**src/rtl/dff_scan_pkg.sv**
```systemverilog
// Shared types and constants for the scan-chain load/capture/unload controller.
package dff_scan_pkg;

  localparam int CHAIN_LEN_DEF = 8;

  typedef enum logic [2:0] {
    IDLE,
    SHIFT_IN,
    CAPTURE,
    SHIFT_OUT,
    DONE
  } state_t;

endpackage

```
**src/rtl/dff_scan_cnt.sv**
```systemverilog
// Clearable up-counter.
// tc flags the last bit position of the chain (count == N-1).
module dff_scan_cnt #(
  parameter int N = 8,
  parameter int W = (N > 1) ? $clog2(N) : 1
) (
  input  logic         clk,
  input  logic         rst,
  input  logic         clr,
  input  logic         en,
  output logic [W-1:0] count,
  output logic         tc
);

  localparam logic [W-1:0] LAST = W'(N - 1);

  always_ff @(posedge clk) begin
    if (rst || clr) count <= '0;
    else if (en)    count <= count + W'(1);
  end

  assign tc = (count == LAST);

endmodule

```
**src/rtl/dff_scan_ctrl.sv**
```systemverilog
// Drives a serial D-flop chain through load, capture and unload, and checks q/qbar.
// Optional DFF_SCAN_COMPARE_EN adds an expected-value input and a mismatch flag.
module dff_scan_ctrl
  import dff_scan_pkg::*;
#(
  parameter int CHAIN_LEN = CHAIN_LEN_DEF
) (
  input  logic                 clk,
  input  logic                 rst,
  input  logic                 start,
  input  logic                 abort,
  input  logic [CHAIN_LEN-1:0] pattern_in,
`ifdef DFF_SCAN_COMPARE_EN
  input  logic [CHAIN_LEN-1:0] expected,
  output logic                 mismatch,
`endif
  input  logic                 q,
  input  logic                 qbar,
  output logic                 d,
  output logic                 shift_en,
  output logic                 capture,
  output logic                 busy,
  output logic                 done,
  output logic [CHAIN_LEN-1:0] result,
  output logic                 err
);

  localparam int W = (CHAIN_LEN > 1) ? $clog2(CHAIN_LEN) : 1;

  state_t               state;
  logic [CHAIN_LEN-1:0] pat_lat;
  logic [CHAIN_LEN-1:0] res_sr;
  logic [CHAIN_LEN-1:0] nxt_res;
  logic [W-1:0]         cnt;
  logic                 tc;
  logic                 run;
  logic                 cnt_clr;
`ifdef DFF_SCAN_COMPARE_EN
  logic [CHAIN_LEN-1:0] exp_lat;
`endif

  // Counter returns to 0 on every exit from a shifting state.
  always_comb begin
    run     = (state == SHIFT_IN) || (state == SHIFT_OUT);
    cnt_clr = !run || tc || abort;
  end

  dff_scan_cnt #(.N(CHAIN_LEN), .W(W)) u_cnt (
    .clk   (clk),
    .rst   (rst),
    .clr   (cnt_clr),
    .en    (run),
    .count (cnt),
    .tc    (tc)
  );

  // First sample lands in bit 0 once all CHAIN_LEN samples have shifted down.
  assign nxt_res = {q, res_sr[CHAIN_LEN-1:1]};

  always_ff @(posedge clk) begin
    if (rst) begin
      state    <= IDLE;
      d        <= 1'b0;
      shift_en <= 1'b0;
      capture  <= 1'b0;
      busy     <= 1'b0;
      done     <= 1'b0;
      err      <= 1'b0;
      result   <= '0;
      pat_lat  <= '0;
      res_sr   <= '0;
`ifdef DFF_SCAN_COMPARE_EN
      exp_lat  <= '0;
      mismatch <= 1'b0;
`endif
    end else begin
      done <= 1'b0;
      unique case (state)
        IDLE: begin
          if (start && !abort) begin
            pat_lat  <= pattern_in;
`ifdef DFF_SCAN_COMPARE_EN
            exp_lat  <= expected;
`endif
            d        <= pattern_in[0];
            shift_en <= 1'b1;
            busy     <= 1'b1;
            err      <= 1'b0;
            state    <= SHIFT_IN;
          end
        end
        SHIFT_IN: begin
          if (abort) begin
            state    <= IDLE;
            d        <= 1'b0;
            shift_en <= 1'b0;
            busy     <= 1'b0;
          end else if (tc) begin
            state    <= CAPTURE;
            d        <= 1'b0;
            shift_en <= 1'b0;
            capture  <= 1'b1;
          end else begin
            d <= pat_lat[cnt + W'(1)];
          end
        end
        CAPTURE: begin
          capture <= 1'b0;
          if (abort) begin
            state <= IDLE;
            busy  <= 1'b0;
          end else begin
            state    <= SHIFT_OUT;
            shift_en <= 1'b1;
          end
        end
        SHIFT_OUT: begin
          if (q == qbar) err <= 1'b1;
          res_sr <= nxt_res;
          if (abort) begin
            state    <= IDLE;
            shift_en <= 1'b0;
            busy     <= 1'b0;
          end else if (tc) begin
            state    <= DONE;
            shift_en <= 1'b0;
            done     <= 1'b1;
            result   <= nxt_res;
`ifdef DFF_SCAN_COMPARE_EN
            mismatch <= (nxt_res != exp_lat);
`endif
          end
        end
        DONE: begin
          busy  <= 1'b0;
          state <= IDLE;
        end
        default: begin
          state    <= IDLE;
          d        <= 1'b0;
          shift_en <= 1'b0;
          capture  <= 1'b0;
          busy     <= 1'b0;
        end
      endcase
    end
  end

endmodule

```
**config.mk**
```make
export PLATFORM = sky130hd
export DESIGN_NAME = dff_scan_ctrl
export DESIGN_NICKNAME = d
export VERILOG_FILES = /design/src/rtl/dff_scan_pkg.sv /design/src/rtl/dff_scan_cnt.sv /design/src/rtl/dff_scan_ctrl.sv
export SDC_FILE = /design/constraint.sdc
export NUM_CORES = 1
export LEC_CHECK = 0
export ABC_CLOCK_PERIOD_IN_PS = 5050
export BUFFER_PORTS_ARGS = -buffer_cell sky130_fd_sc_hd__buf_2
export CORE_UTILIZATION = 57
export DETAILED_ROUTE_END_ITERATION = 10
export GPL_TIMING_DRIVEN = 0
export PLACE_DENSITY = 0.79
export SETUP_SLACK_MARGIN = 0.5
export SYNTH_ARGS = -nofsm -noshare
export SYNTH_HDL_FRONTEND = slang
export SYNTH_SLANG_ARGS = --single-unit
```
**constraint.sdc**
```tcl
create_clock -name clk -period 5.05 [get_ports clk]
set_input_delay 0.7575 -clock clk [delete_from_list [all_inputs] [get_ports clk]]
set_output_delay 0.7575 -clock clk [all_outputs]
set_load 0.01 [all_outputs]
```
==> results by group, run 1 <==
Timing
  – Slew HR: 63.6%
  – Final-report max-slew violation count: 0
  – Unrepaired setup endpoints after global routing: no
  – Final WS setup: 3.26 ns
  – Final setup violation count: 0
  – Achievable frequency: 560 MHz
  – Sum Neg Setup Slack: 0 ns
  – Fin crit period: 1.79 ns
  – Clk_skew: 0.00580 ns
  – Fin crit share: 35.3%
  – Tightest Pin Transition: 0.544 ns
  – Hold Fails Final Rpt: 0

Floorplan
  – Die Ht: 53.0 µm
  – FP Rows: 18
  – Initial Utilization: 59.9%
  – DIE WIDTH: 53.0 µm
  – CORE AREA: 2480 µm²
  – DIE AREA: 2810 µm²
  – Boundary Pins: 28

Final layout
  – Fraction of layout cells with a size suffix above 1: 23.0%
  – Syn-to-layout area delta: 15.8%
  – Final core occ: 69.4%
  – Net count, final: 202
  – Diode count: 0

Synth
  – Register area share after synthesis: 47.2%
  – Synth Register Bits: 35
  – Cell area after synthesis: 1490 µm²
  – Post-Syn Area per Cell: 9.64 µm²
  – Main synth FF type: dfxtp_1
  – Synth top area cells: dfxtp_1 47%, mux2i_1 11%, nor2_1 5.8%
  – Post-synth top area share: 47.2%
  – Gate Count Post-Synth: 154
  – Asr flop ratio synth: 0%
  – Area leader, netlist: dfxtp_1
  – Syn_nets: 170
  – Ys Warns: 0
  – EDFF count, synth: 0
  – Synth cell types: 33

Clock network
  – Hold Buf Count CTS: 0
  – Postcts setup bufs: 0
  – CTS root buffer: clkbuf_4
  – Longest Clk Path Bufs: 2
  – Clk pin slew, worst setup/hold paths: 0.11 ns
  – CTS sink count: 35
  – Clk Latency, worst-skew pair: 0.35 ns
  – PostCTS Resize Cnt: 0
  – CTS tree: yes
  – CTS buffer count: 5
  – H-tree depth: 2

Power and ir drop
  – Sw frac: 24.3%
  – Worst vdd ir: 274 µV
  – Clock power share: 35.7%
  – Internal Power: 380 µW
  – Pwr dens: 292 nW/µm²
  – NetSw: 122 µW
  – LEAKAGE: 0.725 nW
  – Flop pwr share: 56.6%
  – Gate power share: 7.7%

Worst setup path
  – Crit path kind: reg -> reg
  – Setup crit start kind: flip-flop
  – CP Capture Type: flip-flop
  – Crit path DAT: 2.02 ns
  – Critical path required time: 5.28 ns
  – CP max FO: 8

Outcome
  – Outcome: completed

Min path
  – Worst min path class: reg -> reg

GRT
  – Largest net degree at the start of global routing: 12
  – First-pass GRT wire length: 5090 µm
  – Total GRT Usage: 25.8%
  – GRT overflow: 0
  – Initial antenna violation count: 0
  – Vias in the first global route: 1096

Routing
  – First-pass iteration count of the detailed router: 4
  – Antenna-violating nets left: 0
  – Remaining DRCs: 0
  – Drt wl/cell: 13.5 µm
  – Vias: 1215
  – Number of vias per cell: 5.60
  – Initial DRC Count: 23
  – Routed Wire Length: 2930 µm

Placed design
  – Final HPWL DP: 2120 µm
  – Post-Place Setup Slack: 3.00 ns
  – Final GP Congestion: 0.782
  – Port-buffer cells: 25

Flow run
  – Max Cap Viol: 0
==> cells by family after synthesis <==
logic type	after synthesis	synth area share, %
multiplexers	19	14.5
XOR/XNOR	4	2.36
AND/OR/NAND/NOR	60	20.6
adder cells (fa/ha/maj)	2	1.68
AO/OA/AOI/OAI	22	9.44
flip-flops	35	47.2
buffers and inverters	12	4.21
==> cell type report <==
type	instances	area [µm²]
Buffer	11	58.8
Multi-Input combinational cell	107	722
Inverter	1	3.75
Fill cell	206	757
Sequential cell	35	701
Timing Repair Buffer	25	125
Clock inverter	1	7.51
Tap cell	30	37.5
Clock buffer	7	65.1
==> flip-flops by register name (all words and copies together), names as in the netlist <==
register	cells
err	1
u_cnt.count	3
res_sr	7
capture	1
pat_lat	8
shift_en	1
d	1
busy	1
result	8
done	1
state	3
==> worst max-delay path, cell delays in order, from the launching register on <==
cell and delay, ns:
dfxtp_1 0.44, ha_1 0.23, nand2_1 0.18, nor3_4 0.52, mux2i_1 0.25, nor2_1 0.05
==> cells in the mapped netlist, types with 3 or more instances <==
library cell  number
nand2_1           11
a21oi_1           11
dfxtp_1           35
nor3_1             4
mux2i_1           17
clkbuf_1           6
nor2_1            23
nand3_1            9
o21ai_0            4
xor2_1             3
==> metal layers <==
metal  track usage (%)  vias up  wire length [µm]
met5                 0        -                 0
li1                  -      597                 -
met4              9.21        0                48
met3              9.77        8               157
met2              40.9       45              1440
met1              31.6      565              1290
==> placed cells by master, fill, tap and decap left out, types with 2 or more instances in the layout <==
cell,synthesis,final
nor2b_1,2,2
nor2_1,23,23
nor3_1,4,4
clkbuf_8,0,2
nand2_1,11,11
nand3_1,9,9
buf_2,2,27
a21oi_1,11,11
a2bb2oi_1,2,2
ha_1,2,2
buf_6,2,2
nand2b_1,2,2
mux4_2,2,2
mux2i_1,17,17
clkbuf_4,0,5
xor2_1,3,3
dfxtp_1,35,35
o21ai_0,4,4
nor4_1,2,2
clkbuf_1,6,6
==> path summary, 6_finish.rpt <==
kind	from	to	slack, ns	cells after the start
worst max-delay path	u_cnt.count[0]	result[4]	3.26	5
worst min-delay path	res_sr[1]	res_sr[1]	0.47	2
worst max register to register	u_cnt.count[0]	result[4]	3.26	5
worst min register to register	res_sr[1]	res_sr[1]	0.47	2
==> power by group through the flow <==
stage          clock (mW)  combinational (mW)  sequential [mW]
2_1_floorplan           0              0.0257            0.291
3_3_place_gp            0              0.0368            0.290
6_report            0.179              0.0386            0.284
4_1_cts             0.181              0.0385            0.285
3_5_place_dp            0              0.0383            0.291
5_1_grt             0.194              0.0424            0.286
==> through the flow <==
stage               std cells  hold WS (ns)  area [µm²]  total power, mW
floorplan                 154         0.436        1490            0.316
global placement          209         0.445        1650            0.327
detailed placement        209         0.448        1650            0.329
CTS                       217         0.463        1720            0.504
global route              217         0.520        1720            0.522
finish                    217         0.467        1720            0.502
(Power assumes the default switching activity.)
==> inputs of run 2 (changes only) <==
--- a/config.mk
+++ b/config.mk
@@ -5,12 +5,13 @@
 export SDC_FILE = /design/constraint.sdc
 export NUM_CORES = 1
 export LEC_CHECK = 0
-export ABC_CLOCK_PERIOD_IN_PS = 5050
+export ABC_AREA = 1
+export ABC_CLOCK_PERIOD_IN_PS = 1770
 export BUFFER_PORTS_ARGS = -buffer_cell sky130_fd_sc_hd__buf_2
-export CORE_UTILIZATION = 57
+export CORE_UTILIZATION = 53
 export DETAILED_ROUTE_END_ITERATION = 10
 export GPL_TIMING_DRIVEN = 0
-export PLACE_DENSITY = 0.79
+export PLACE_DENSITY = 0.74
 export SETUP_SLACK_MARGIN = 0.5
 export SYNTH_ARGS = -nofsm -noshare
 export SYNTH_HDL_FRONTEND = slang
==> constraint.sdc (replaced) <==
create_clock -name clk -period 1.77 [get_ports clk]
set_input_delay 0.2655 -clock clk [delete_from_list [all_inputs] [get_ports clk]]
set_output_delay 0.2655 -clock clk [all_outputs]
set_load 0.01 [all_outputs]
==> run 2 against run 1 <==
Core utilization grew 4.0 points. Combinational power grew to 21 times the previous value. Clock power grew to 3.3 times the previous value. Final cell count grew 23%. Critical path depth grew 3. First-iteration DRC count grew 83%. Total power grew to 4.8 times the previous value. Sequential power grew to 3.6 times the previous value. Worst hold slack lost 0.32 ns. Sequential share of layout area shrank 2.8 points. Critical path type unchanged. Highest routed layer unchanged.
==> results by group, run 2 <==
Synth
  – Synth top area cells: dfxtp_1 47%, nor2_1 12%, nand2_1 8.6%
  – Cell area after synthesis: 1490 µm²
  – Synth cell types: 23
  – Synth Register Bits: 35
  – Asr flop ratio synth: 0%
  – Post-Syn Area per Cell: 7.55 µm²
  – Register area share after synthesis: 47.1%
  – Area leader, netlist: dfxtp_1
  – EDFF count, synth: 0
  – Most common cell in the netlist: nor2_1
  – Ys Warns: 0
  – Post-synth top area share: 47.1%
  – Most instantiated cells after synthesis: 46 x nor2_1, 35 x dfxtp_1, 34 x nand2_1
  – Gate Count Post-Synth: 197
  – Syn_nets: 213
  – Main synth FF type: dfxtp_1

Routing
  – Remaining DRCs: 0
  – First-pass iteration count of the detailed router: 4
  – Antenna-violating nets left: 0
  – Number of vias per cell: 5.19
  – Initial DRC Count: 42
  – Vias: 1385
  – Routed Wire Length: 3370 µm
  – Drt wl/cell: 12.6 µm

Timing
  – Unrepaired setup endpoints after global routing: yes
  – Tightest Pin Transition: 0.593 ns
  – Clk_skew: 0.0125 ns
  – Fin crit period: 1.23 ns
  – Final hold slack: 0.151 ns
  – Sum Neg Setup Slack: 0 ns
  – Final WS setup: 0.541 ns
  – Hold Fails Final Rpt: 0
  – Final setup violation count: 0
  – Achievable frequency: 814 MHz
  – Fin crit share: 69.4%
  – Slew HR: 60.5%
  – Final-report max-slew violation count: 0

Final layout
  – Largest registers: pat_lat: 8 flops, result: 8 flops, res_sr: 7 flops
  – Register area: 714 µm²
  – FILL cells: 202
  – Net count, final: 252
  – Multi-input gate area: 763 µm²
  – Fraction of layout cells with a size suffix above 1: 35.0%
  – Diode count: 0
  – Commonest cells after routing, fill and taps aside: 44 x nor2_1, 32 x nand2_1, 30 x dfxtp_1
  – Syn-to-layout area delta: 26.9%
  – Commonest non-fill, non-tap cell in the layout: nor2_1
  – Final Cell Area: 1890 µm²

Worst setup path
  – CP Capture Type: flip-flop
  – CP max FO: 3
  – Crit path DAT: 1.51 ns
  – Critical path buffers and inverters: 1
  – Crit path max-delay family: flip-flops
  – Slowest CP cell: dfxtp_4
  – Critical path required time: 2.05 ns
  – Setup crit start kind: flip-flop
  – Most used cell along the critical path: nand2_1
  – Critical path cell sequence: ha_1 > xnor2_2 > inv_1 > nand2_1 > nand3_1 > nand2_1 > nand2_1 > a21oi_1
  – Crit path kind: reg -> reg
  – Slowest stage delay, CP: 0.37 ns

Floorplan
  – FP Rows: 18
  – DIE AREA: 3020 µm²
  – Initial Utilization: 57.9%
  – Boundary Pins: 28
  – CORE AREA: 2570 µm²
  – DIE WIDTH: 55.0 µm
  – Die Ht: 55.0 µm

GRT
  – Total GRT Usage: 24.8%
  – Initial antenna violation count: 0
  – First-pass GRT wire length: 5130 µm
  – GRT overflow: 0
  – Vias in the first global route: 1235
  – Largest net degree at the start of global routing: 13

Placed design
  – DP Area: 1660 µm²
  – Port-buffer cells: 27
  – Post-Place Setup Slack: 0.287 ns
  – Final GP Congestion: 0.838
  – Final HPWL DP: 2240 µm

Outcome
  – Outcome: completed

Clock network
  – CTS root buffer: clkbuf_4
  – CTS tree: yes
  – Clk pin slew, worst setup/hold paths: 0.11 ns
  – Clk Latency, worst-skew pair: 0.35 ns
  – Hold Buf Count CTS: 0
  – H-tree depth: 2
  – CTS sink count: 35
  – CTS buffer count: 5
  – Longest Clk Path Bufs: 2

Power and ir drop
  – Power after layout: 2.40 mW
  – Worst vdd ir: 1160 µV
  – LEAKAGE: 0.866 nW
  – Pwr dens: 1270 nW/µm²

Flow run
  – Max Cap Viol: 0

Min path
  – Worst min path class: in -> reg
run 2: timing repair:
| item | in CTS | in global routing |
|---|---|---|
| pin swaps | 3 | 9 |
| cloned | 0 | 0 |
| setup buffers | 3 | 2 |
| endpoints found under the setup margin | 19 | 33 |
| gates resized for setup | 12 | 21 |
run 2: area by class of cell:
cell class	count	area share (%)
plain buffers	5	1.79
clock buffers	5	1.99
clock inverters	3	2.32
inverters	16	3.72
multi-input cells	141	40.5
flip-flops and latches	35	37.9
well taps	30	1.99
repair buffers	32	9.82
run 2: power by group:
group          total [mW]  switching [mW]  internal, mW
Combinational       0.808           0.474         0.333
Sequential           1.01          0.0936         0.915
Clock               0.583           0.286         0.297
run 2: per-stage QoR:
step	util (%)	instances
after floorplan	-	197
after global placement	64.7	254
after detailed placement	64.7	254
after CTS	71.0	265
after global routing	73.4	267
final	73.4	267
run 2: final timing paths:
check,from,end,slack [ns],depth (start not counted)
setup / recovery,u_cnt.count[0],d,0.54,8
hold / removal,pattern_in[6],pat_lat[6],0.15,3
setup reg to reg,u_cnt.count[0],d,0.54,8
hold reg to reg,result[5],result[5],0.48,2
run 2: metal layers:
| metal | wire length [µm] | global-route usage [%] | share of wire [%] | up-vias |
|---|---|---|---|---|
| met5 | 0 | 0 | 0 | - |
| li1 | - | - | - | 710 |
| met2 | 1710 | 44.8 | 51 | 35 |
| met4 | 57 | 9.17 | 1.7 | 0 |
| met3 | 159 | 8.74 | 4.7 | 9 |
| met1 | 1450 | 26.2 | 43 | 631 |
run 2: tightest hold or removal path: stages:
cell and delay, ns:
buf_2 0.08, o21ai_1 0.06, nor2_1 0.07
run 2: kinds of logic after synthesis:
group	synth area share, %
AND/OR/NAND/NOR	30.2
buffers and inverters	6.48
AO/OA/AOI/OAI	13.3
adder cells (fa/ha/maj)	1.68
XOR/XNOR	1.18
flip-flops	47.1
